[src/rtl/pixel_write_queue_pkg.sv]
// Shared frame-buffer geometry and pixel types for the pixel write queue.
// Defaults target a 640x480 frame buffer with 24-bit color.
package pixel_write_queue_pkg;

    localparam int unsigned FB_H_RES  = 640;
    localparam int unsigned FB_V_RES  = 480;
    localparam int unsigned FB_ADDR_W = 19;

    typedef logic [2:0][7:0] color;
    typedef logic [FB_ADDR_W-1:0] fb_addr;

endpackage

[src/rtl/pixel_write_queue_fifo.sv]
// Generic synchronous FIFO with register-array storage and an occupancy counter.
// The caller guarantees no push when full and no pop when empty.
module pixel_fifo #(
    parameter int unsigned WIDTH = 43,
    parameter int unsigned DEPTH = 16,
    localparam int unsigned PTR_W = $clog2(DEPTH)
) (
    input  logic             Clk,
    input  logic             Reset,
    input  logic             push,
    input  logic             pop,
    input  logic [WIDTH-1:0] din,
    output logic [WIDTH-1:0] dout,
    output logic [PTR_W:0]   level
);

    logic [WIDTH-1:0] mem [DEPTH];
    logic [PTR_W-1:0] wr_ptr;
    logic [PTR_W-1:0] rd_ptr;

    // Head is read straight from the array so it is valid in the pop cycle
    assign dout = mem[rd_ptr];

    always_ff @(posedge Clk) begin
        if (push) begin
            mem[wr_ptr] <= din;
        end
    end

    always_ff @(posedge Clk) begin
        if (Reset) begin
            wr_ptr <= '0;
            rd_ptr <= '0;
            level  <= '0;
        end else begin
            if (push) begin
                wr_ptr <= wr_ptr + 1'b1;
            end
            if (pop) begin
                rd_ptr <= rd_ptr + 1'b1;
            end
            unique case ({push, pop})
                2'b10:   level <= level + 1'b1;
                2'b01:   level <= level - 1'b1;
                default: level <= level;
            endcase
        end
    end

endmodule

[src/rtl/pixel_write_queue.sv]
// Elastic queue from the ray-cast pixel producer to the frame-buffer write port,
// with linear address generation, frame-end pulse and sticky drop flag.
module pixel_write_queue
    import pixel_write_queue_pkg::*;
#(
    parameter int unsigned DEPTH  = 16,
    parameter int unsigned H_RES  = FB_H_RES,
    parameter int unsigned V_RES  = FB_V_RES,
    parameter int unsigned ADDR_W = FB_ADDR_W
) (
    input  logic                   Clk,
    input  logic                   Reset,
    input  logic                   In_Valid,
    output logic                   In_Ready,
    input  logic [9:0]             In_X,
    input  logic [9:0]             In_Y,
    input  logic [23:0]            In_Color,
    input  logic                   Fb_Grant,
    output logic                   Fb_Write,
    output logic [ADDR_W-1:0]      Fb_Addr,
    output logic [23:0]            Fb_Color,
    output logic                   Frame_Done,
    output logic                   Drop_Err,
    output logic [$clog2(DEPTH):0] Level
);

    localparam int unsigned LVL_W = $clog2(DEPTH) + 1;
    localparam int unsigned ENT_W = ADDR_W + 24;
    localparam logic [ADDR_W-1:0] LAST_ADDR = ADDR_W'(H_RES * V_RES - 1);

    logic              in_range;
    logic              hs;
    logic              push;
    logic              pop;
    logic [ADDR_W-1:0] addr;
    logic [ENT_W-1:0]  din;
    logic [ENT_W-1:0]  dout;
    logic [ADDR_W-1:0] head_addr;
    color              head_color;

    assign In_Ready = (Level != LVL_W'(DEPTH));
    assign in_range = (32'(In_X) < H_RES) && (32'(In_Y) < V_RES);
    assign hs       = In_Valid && In_Ready;
    assign push     = hs && in_range;
    assign pop      = Fb_Grant && (Level != '0);

    assign addr = ADDR_W'(In_Y) * ADDR_W'(H_RES) + ADDR_W'(In_X);
    assign din  = {addr, In_Color};
    assign {head_addr, head_color} = dout;

    pixel_fifo #(
        .WIDTH(ENT_W),
        .DEPTH(DEPTH)
    ) u_fifo (
        .Clk  (Clk),
        .Reset(Reset),
        .push (push),
        .pop  (pop),
        .din  (din),
        .dout (dout),
        .level(Level)
    );

    always_ff @(posedge Clk) begin
        if (Reset) begin
            Fb_Write   <= 1'b0;
            Fb_Addr    <= '0;
            Fb_Color   <= '0;
            Frame_Done <= 1'b0;
            Drop_Err   <= 1'b0;
        end else begin
            Fb_Write   <= pop;
            Frame_Done <= pop && (head_addr == LAST_ADDR);
            if (pop) begin
                Fb_Addr  <= head_addr;
                Fb_Color <= head_color;
            end
            // Out-of-range pixels complete the handshake but never enter the queue
            if (hs && !in_range) begin
                Drop_Err <= 1'b1;
            end
        end
    end

endmodule
[config.mk]
export PLATFORM = sky130hd
export DESIGN_NAME = pixel_write_queue
export DESIGN_NICKNAME = d
export VERILOG_FILES = /design/src/rtl/pixel_write_queue_pkg.sv /design/src/rtl/pixel_write_queue_fifo.sv /design/src/rtl/pixel_write_queue.sv
export SDC_FILE = /design/constraint.sdc
export NUM_CORES = 1
export LEC_CHECK = 0
export CAP_MARGIN = 15
export CORE_AREA = 2 2 221 223
export CTS_CLUSTER_DIAMETER = 200
export DETAILED_ROUTE_END_ITERATION = 10
export DIE_AREA = 0 0 223 225
export GPL_TIMING_DRIVEN = 0
export PLACE_DENSITY = 0.79
export SLEW_MARGIN = 30
export SYNTH_ARGS = -nofsm -noshare
export SYNTH_HDL_FRONTEND = slang
export SYNTH_HIERARCHICAL = 1
export SYNTH_SLANG_ARGS = --single-unit
[constraint.sdc]
create_clock -name Clk -period 3.4 [get_ports Clk]
set_input_delay 0.34 -clock Clk [delete_from_list [all_inputs] [get_ports Clk]]
set_output_delay 0.34 -clock Clk [all_outputs]
set_load 0.1 [all_outputs]
==> impl_metrics.json, run 1 <==
{
  "grt_max_degree": 44,
  "drc": 0,
  "die_height_um": 225,
  "io_pins": 100,
  "wl_per_cell_um": 28.92,
  "critPathArrivalTime_ps": 3900,
  "drtIter0Drc": 1760,
  "drive_above_1_share": 0.2115,
  "yosys-top-cells-area": "edfxtp_1 71%, mux4_2 13%, dfxtp_1 4.4%",
  "track_usage": 0.2676,
  "critPathRequiredTime_ps": 3910,
  "start_util": 0.6086,
  "worst_pin_slew_ps": 998.2,
  "grt_pass1_vias": 15580,
  "startpoint_type": "register",
  "yosysTopAreaCell": "edfxtp_1",
  "row_count": 80,
  "clockBufferDepth": 3,
  "syn2layout_area_growth_pct": 14.48,
  "place_congestion": 0.7543,
  "p_leak_nw": 10.51,
  "fin_crit_ps": 3383,
  "cts_hold_buf": 0,
  "reg2reg_setup_slack_ps": 20,
  "fp.dieW_um": 223,
  "die_area_sq_um": 50180,
  "synth_cell_types": 51,
  "async_flop_share": 0,
  "ys_ff_latch": 751,
  "detailedRoute.firstPassIterationCount": 6,
  "hold-path-cell-count": 2,
  "ff_latch_area_sq_um": 21930,
  "max_freq_mhz": 295.6,
  "endpoint_kind": "register",
  "min_from": "Reset",
  "r2r_cells": 9,
  "synthesis.area_sq_um": 28940,
  "cts.clk_slew.worst_paths_ps": 60,
  "place_area_sq_um": 30830,
  "max_slew_margin": 0.3325,
  "cts_root_buf": "clkbuf_16",
  "ys_warn_count": 6,
  "final_area_sq_um": 33120,
  "antenna_found_initial": 1,
  "synth_edf_count": 688,
  "synthFlopType": "edfxtp_1",
  "syn_nets": 1518,
  "setup_viol": 0,
  "synthCells": 1440,
  "syn_area_per_cell_sq_um": 20.09,
  "cts_buffers": 70,
  "multi_input_area_sq_um": 6669,
  "avgViaCountPerCell": 6.590,
  "dp.cells": 2157,
  "min_to": "u_fifo/level[2]",
  "fin_skew_ps": 19.81,
  "outcome": "finished, final reports clean",
  "crit_fanout": 10,
  "cap_violations": 0,
  "nFillCells": 2776,
  "port_buffers": 98,
  "powerDensity_nw_per_um2": 698.2,
  "finalSetupTns_ps": 0,
  "grt-ovfl-total": 0,
  "rsz0062_at_grt": "no",
  "vdd_drop_max_uv": 375.7,
  "yosysSeqAreaShare": 0.7576,
  "min_path_type": "primary input to register",
  "fin_cells": 2285,
  "drv_slew": 0,
  "coreArea_sq_um": 47550,
  "clk_latency_ps": 580,
  "finalHoldViolations": 0,
  "cts_sinks": 751,
  "grt_pass1_wl_mm": 96.33,
  "hpwl_mm": 35.29,
  "h-tree-depth": 3,
  "fin_crit_sh": 0.9950,
  "nNetsFinal": 1693,
  "ant_nets": 0,
  "critPathKind": "register to register",
  "vias": 15060,
  "yosysTopAreaCellShare": 0.7140,
  "drt-total-wl_mm": 66.08,
  "cts_tree": "built",
  "regToRegEndpoint": "Frame_Done"
}
what timing repair did:
| item | in CTS | in global routing |
|---|---|---|
| setup endpoints to repair | 34 | 18 |
| resized for setup | 2 | 10 |
| pin swaps | 1 | 1 |
| buffers inserted | 1 | 0 |
cell usage in the layout, fill, tap and decap left out, types with 10 or more instances in the layout:
master,count
a21oi_1,50
a22oi_1,86
and2_4,16
buf_2,19
buf_6,16
clkbuf_1,52
clkbuf_16,74
clkdlybuf4s50_1,98
clkinv_1,10
clkinv_2,10
dfxtp_1,58
edfxtp_1,688
ha_1,28
inv_1,10
mux4_2,172
nand2_1,137
nor2_1,23
xor2_1,10
logic make-up after synthesis:
family,count (synthesis),share of synthesized area
buf+inv,87,0.01639
fa+ha+maj,30,0.01349
simple gates,211,0.03256
flops,751,0.7576
compound gates,158,0.03645
xor+xnor,26,0.007870
mux,177,0.1356
per-layer routing:
layer / up-vias / share of wire / GRT usage
met3: 154 / 0.094 / 0.05020
met2: 933 / 0.52 / 0.4688
met1: 7763 / 0.35 / 0.3387
met4: 0 / 0.031 / 0.09569
li1: 6209 / - / -
met5: - / 0 / 0
how the worst max path moves through the flow:
| stage | startpoint | to | slack (ps) |
|---|---|---|---|
| 2_1_floorplan | u_fifo/level[1] | u_fifo/level[4] | 2 |
| 3_3_place_gp | In_X[8] | u_fifo/mem[8][17] | -650 |
| 3_5_place_dp | In_Y[1] | u_fifo/mem[6][41] | -740 |
| 4_1_cts | register | Frame_Done | 5 |
| 5_1_grt | register | Frame_Done | 4 |
| 6_report | register | Frame_Done | 20 |
power breakdown:
group	internal (W)	switching, W
combinational	0.00158	0.00335
clock	0.00435	0.00315
sequential	0.0105	0.000191
state kept, by name, indices dropped and copies added (netlist names), named ones only:
name and flops:
Drop_Err 1, Fb_Addr 19, Fb_Color 24, Fb_Write 1, Frame_Done 1, u_fifo/level 5, u_fifo/mem 688, u_fifo/rd_ptr 4
u_fifo/wr_ptr 4
cells in the mapped netlist, types with 2 or more instances:
cell and number:
nor4_1 2, mux2i_1 4, buf_1 5, edfxtp_1 688, dfxtp_1 63, nor2b_1 3, nor2_1 24, a22oi_1 86
mux4_2 172, nand4bb_1 2, fa_1 2, o21bai_1 2, ha_1 28, o211ai_1 2, o31ai_1 3, buf_6 16
nand2b_1 2, buf_2 19, nand4_1 7, xor2_1 12, nand2_1 138, a21oi_1 50, and2_1 17, a31oi_1 2
inv_1 10, clkbuf_1 35, a211oi_1 2, o21ai_0 6, nor3_1 3, xnor2_1 14
worst max-delay path, cell delays in order (launching register included):
cell       delay (ps)
dfxtp_1           300
buf_2             350
buf_2             360
buf_2             390
mux4_2            370
a22oi_1           200
nand2_1           140
nand4bb_1         260
nor4_1            620
and4_1            310
final cells by class:
type,instances,share of cell area
clock inverters,23,0.005364
flip-flops and latches,751,0.6620
clock buffers,103,0.06112
multi-input cells,602,0.2013
well taps,615,0.02323
repair buffers,103,0.03226
diodes,1,0.00007555
inverters,11,0.001322
plain buffers,76,0.01333
through the flow:
stage / hold slack (ps) / setup WS [ps] / utilization / power, W
after global routing: 151.0 / 3.721 / 0.6967 / 0.02381
after global placement: 445.5 / -654.2 / 0.6460 / 0.01556
after floorplan: 438.9 / 1.592 / - / 0.01438
final: 145.6 / 16.95 / 0.6967 / 0.02313
after CTS: 119.6 / 5.190 / 0.6952 / 0.02318
after detailed placement: 448.5 / -739.8 / 0.6484 / 0.01569
Power figures use the tool's default switching activity.
==> run 2: changes to the inputs <==
--- a/config.mk
+++ b/config.mk
@@ -5,13 +5,13 @@
 export SDC_FILE = /design/constraint.sdc
 export NUM_CORES = 1
 export LEC_CHECK = 0
+export ABC_AREA = 1
 export CAP_MARGIN = 15
-export CORE_AREA = 2 2 221 223
+export CORE_AREA = 2 2 311 344
 export CTS_CLUSTER_DIAMETER = 200
 export DETAILED_ROUTE_END_ITERATION = 10
-export DIE_AREA = 0 0 223 225
+export DIE_AREA = 0 0 313 346
 export GPL_TIMING_DRIVEN = 0
-export PLACE_DENSITY = 0.79
 export SLEW_MARGIN = 30
 export SYNTH_ARGS = -nofsm -noshare
 export SYNTH_HDL_FRONTEND = slang
==> run 2 against run 1 <==
  * Die area grew 120%
  * Count of clock-buffer cells in the layout shrank 1
  * Critical path depth rose by 2
  * Area after synthesis is 7.8% higher
  * Worst setup slack better by 45 ps
  * Synthesized cell count grew 84%
  * Wire length up 33%
  * Via count grew 38%
  * Fmax increased by 1.3%
  * Register-to-register slack better by 40 ps
  * Sequential share of layout area decreased by 7.7 points
  * Largest cell class unchanged
  * Largest power group unchanged
  * Highest routed layer unchanged
==> impl_metrics.json, run 2 <==
{
  "track_usage": 0.1600,
  "clockBufferDepth": 3,
  "drv_slew": 0,
  "ys_ff_latch": 751,
  "syn_area_per_cell_sq_um": 11.78,
  "p_comb_frac": 0.279,
  "power_w": 0.02631,
  "fin_crit_ps": 3339,
  "h-tree-depth": 3,
  "place_area_sq_um": 35030,
  "switching_share": 0.3487,
  "finalHoldViolations": 0,
  "rsz0062_at_grt": "no",
  "yosysTopAreaCell": "edfxtp_1",
  "min_path_type": "primary input to register",
  "mostFrequentLayoutCells": "688 x edfxtp_1, 385 x inv_1, 377 x nand2_1",
  "critPathKind": "register to register",
  "synth_edf_count": 688,
  "io_pins": 100,
  "cts_root_buf": "clkbuf_16",
  "endpoint_kind": "register",
  "max_slew_margin": 0.3196,
  "final_area_sq_um": 37480,
  "synthesis.area_sq_um": 31200,
  "fin_cells": 4315,
  "grt_pass1_wl_mm": 129.8,
  "die_area_sq_um": 108300,
  "detailedRoute.firstPassIterationCount": 5,
  "syn_nets": 2727,
  "nFillCells": 10070,
  "wl_per_cell_um": 20.42,
  "diodes": 0,
  "clkPwrFrac": 0.315,
  "dp.cells": 4179,
  "internal_power_w": 0.01714,
  "cts_hold_buf": 0,
  "port_buffers": 99,
  "grt_pass1_vias": 20330,
  "critPathRequiredTime_ps": 3930,
  "powerDensity_nw_per_um2": 702.1,
  "max_freq_mhz": 299.5,
  "nNetsFinal": 2937,
  "cap_violations": 0,
  "coreArea_sq_um": 104900,
  "cts_sinks": 751,
  "vias": 20820,
  "fin_skew_ps": 26.52,
  "hpwl_mm": 61.22,
  "p_sw_w": 0.009175,
  "worst_pin_slew_ps": 1017,
  "setup_viol": 0,
  "avgViaCountPerCell": 4.825,
  "yosys-top-cells-area": "edfxtp_1 66%, inv_1 4.6%, nand2_1 4.5%",
  "start_util": 0.2973,
  "critPathArrivalTime_ps": 3870,
  "synth.most_common_cell": "edfxtp_1",
  "vdd_drop_max_uv": 436.4,
  "drive_above_1_share": 0.09664,
  "fp.dieW_um": 313,
  "outcome": "finished, final reports clean",
  "yosysSeqAreaShare": 0.7025,
  "startpoint_type": "register",
  "fin_crit_sh": 0.9819,
  "drc": 0,
  "syn2layout_area_growth_pct": 20.10,
  "regMostFlops": "u_fifo/mem",
  "synthFlopType": "edfxtp_1",
  "postCtsSetupRepairBufs": 0,
  "die_height_um": 346,
  "place_congestion": 0.8094,
  "cts.clk_slew.worst_paths_ps": 60,
  "crit_fanout": 10,
  "yosysTopAreaCellShare": 0.6621,
  "antenna_found_initial": 0,
  "p_leak_nw": 13.34,
  "grt_max_degree": 20,
  "final_util": 0.3571,
  "grt-ovfl-total": 0,
  "async_flop_share": 0,
  "cts_buffers": 75,
  "seqPwrFrac": 0.406,
  "ant_nets": 0,
  "row_count": 125,
  "drt-total-wl_mm": 88.09,
  "top_regs": "u_fifo/mem (688), Fb_Color (24), Fb_Addr (19)",
  "cts_tree": "built",
  "largest_reg_flops": 688,
  "synthCells": 2649,
  "synth_cell_types": 34,
  "clk_latency_ps": 630,
  "synthTopCellsByCount": "688 x edfxtp_1, 385 x inv_1, 378 x nand2_1, 276 x nand3_1, 229 x a21oi_1",
  "drtIter0Drc": 2116,
  "hold_slack_ps": 430.1,
  "final_common_cell": "edfxtp_1",
  "ys_warn_count": 6
}
## run 2: cell count changes in the layout (fill, tap and decap cells not counted), sizes merged, moves of 11 or more
cell    delta
nor2      +22
inv      +386
a21oi    +178
a22oi     -86
xnor2     -11
nand3    +276
buf       +85
nand2    +246
o21ai    +174
clkbuf    +29
mux4     -172
o211ai   +170
and2      -17
## run 2: timing repair
| item | 4_1_cts | 5_1_grt |
|---|---|---|
| pin swaps | 0 | 0 |
| setup endpoints to repair | 1 | 2 |
| gates cloned | 0 | 0 |
| gates resized for setup | 1 | 9 |
## run 2: final timing paths
check,depth (start not counted),slack [ps],startpoint,endpoint
worst max-delay path,11,60,register,Frame_Done
worst min register to register,2,460,Fb_Color[17],Fb_Color[17]
worst max register to register,11,60,register,Frame_Done
worst min-delay path,3,430,In_Valid,Drop_Err
## run 2: final cells by class
class / instances / area [sq um] / share of cell area
Sequential cell: 751 / 21930 / 0.5851
Multi-Input combinational cell: 1351 / 7213 / 0.1925
Clock buffer: 102 / 2113 / 0.05639
Inverter: 391 / 1468 / 0.03916
Buffer: 156 / 789.5 / 0.02107
Tap cell: 1397 / 1748 / 0.04664
Timing Repair Buffer: 133 / 1889 / 0.05041
Clock inverter: 34 / 329.1 / 0.008781
## run 2: metrics by stage
| stage | TNS [ps] | setup slack, ps |
|---|---|---|
| floorplan | 0 | 276.2 |
| global placement | -469860 | -715.7 |
| detailed placement | -35780 | -333.6 |
| CTS | 0 | 2.980 |
| global route | 0 | 25.45 |
| finish | 0 | 61.49 |
## run 2: power groups by stage
stage | clock network (W) | logic, W | registers, W
finish | 0.00829 | 0.00734 | 0.0107
global route | 0.00876 | 0.00789 | 0.0107
CTS | 0.00840 | 0.00735 | 0.0107
detailed placement | 0 | 0.00733 | 0.0109
global placement | 0 | 0.00721 | 0.0109
floorplan | 0 | 0.00341 | 0.0122
## run 2: metal layers
layer / vias to the layer above / GRT usage / wire length, um
met3: 116 / 0.02384 / 5758
met5: - / 0 / 0
li1: 9719 / - / -
met4: 0 / 0.05253 / 2168
met2: 727 / 0.2779 / 43840
met1: 10260 / 0.2035 / 36330
## run 2: kinds of logic (layout without fill, tap and decap cells)
kind of cell / after synthesis / in the layout / synth area share
AO/OA/AOI/OAI: 587 / 587 / 0.1086
XOR/XNOR: 12 / 12 / 0.003609
adder cells (fa/ha/maj): 30 / 30 / 0.01251
buffers and inverters: 547 / 816 / 0.07205
flip-flops: 751 / 751 / 0.7025
AND/OR/NAND/NOR: 722 / 722 / 0.1007
## run 2: critical path: stages (launching register included)
cell and delay, ps:
dfxtp_1 370, buf_2 500, buf_2 490, buf_2 360, o211ai_1 150, nand3_1 110, nand3_1 120, nand2_1 270
nand4_1 190, nor2_1 360, nand3_1 130, nor2_1 210
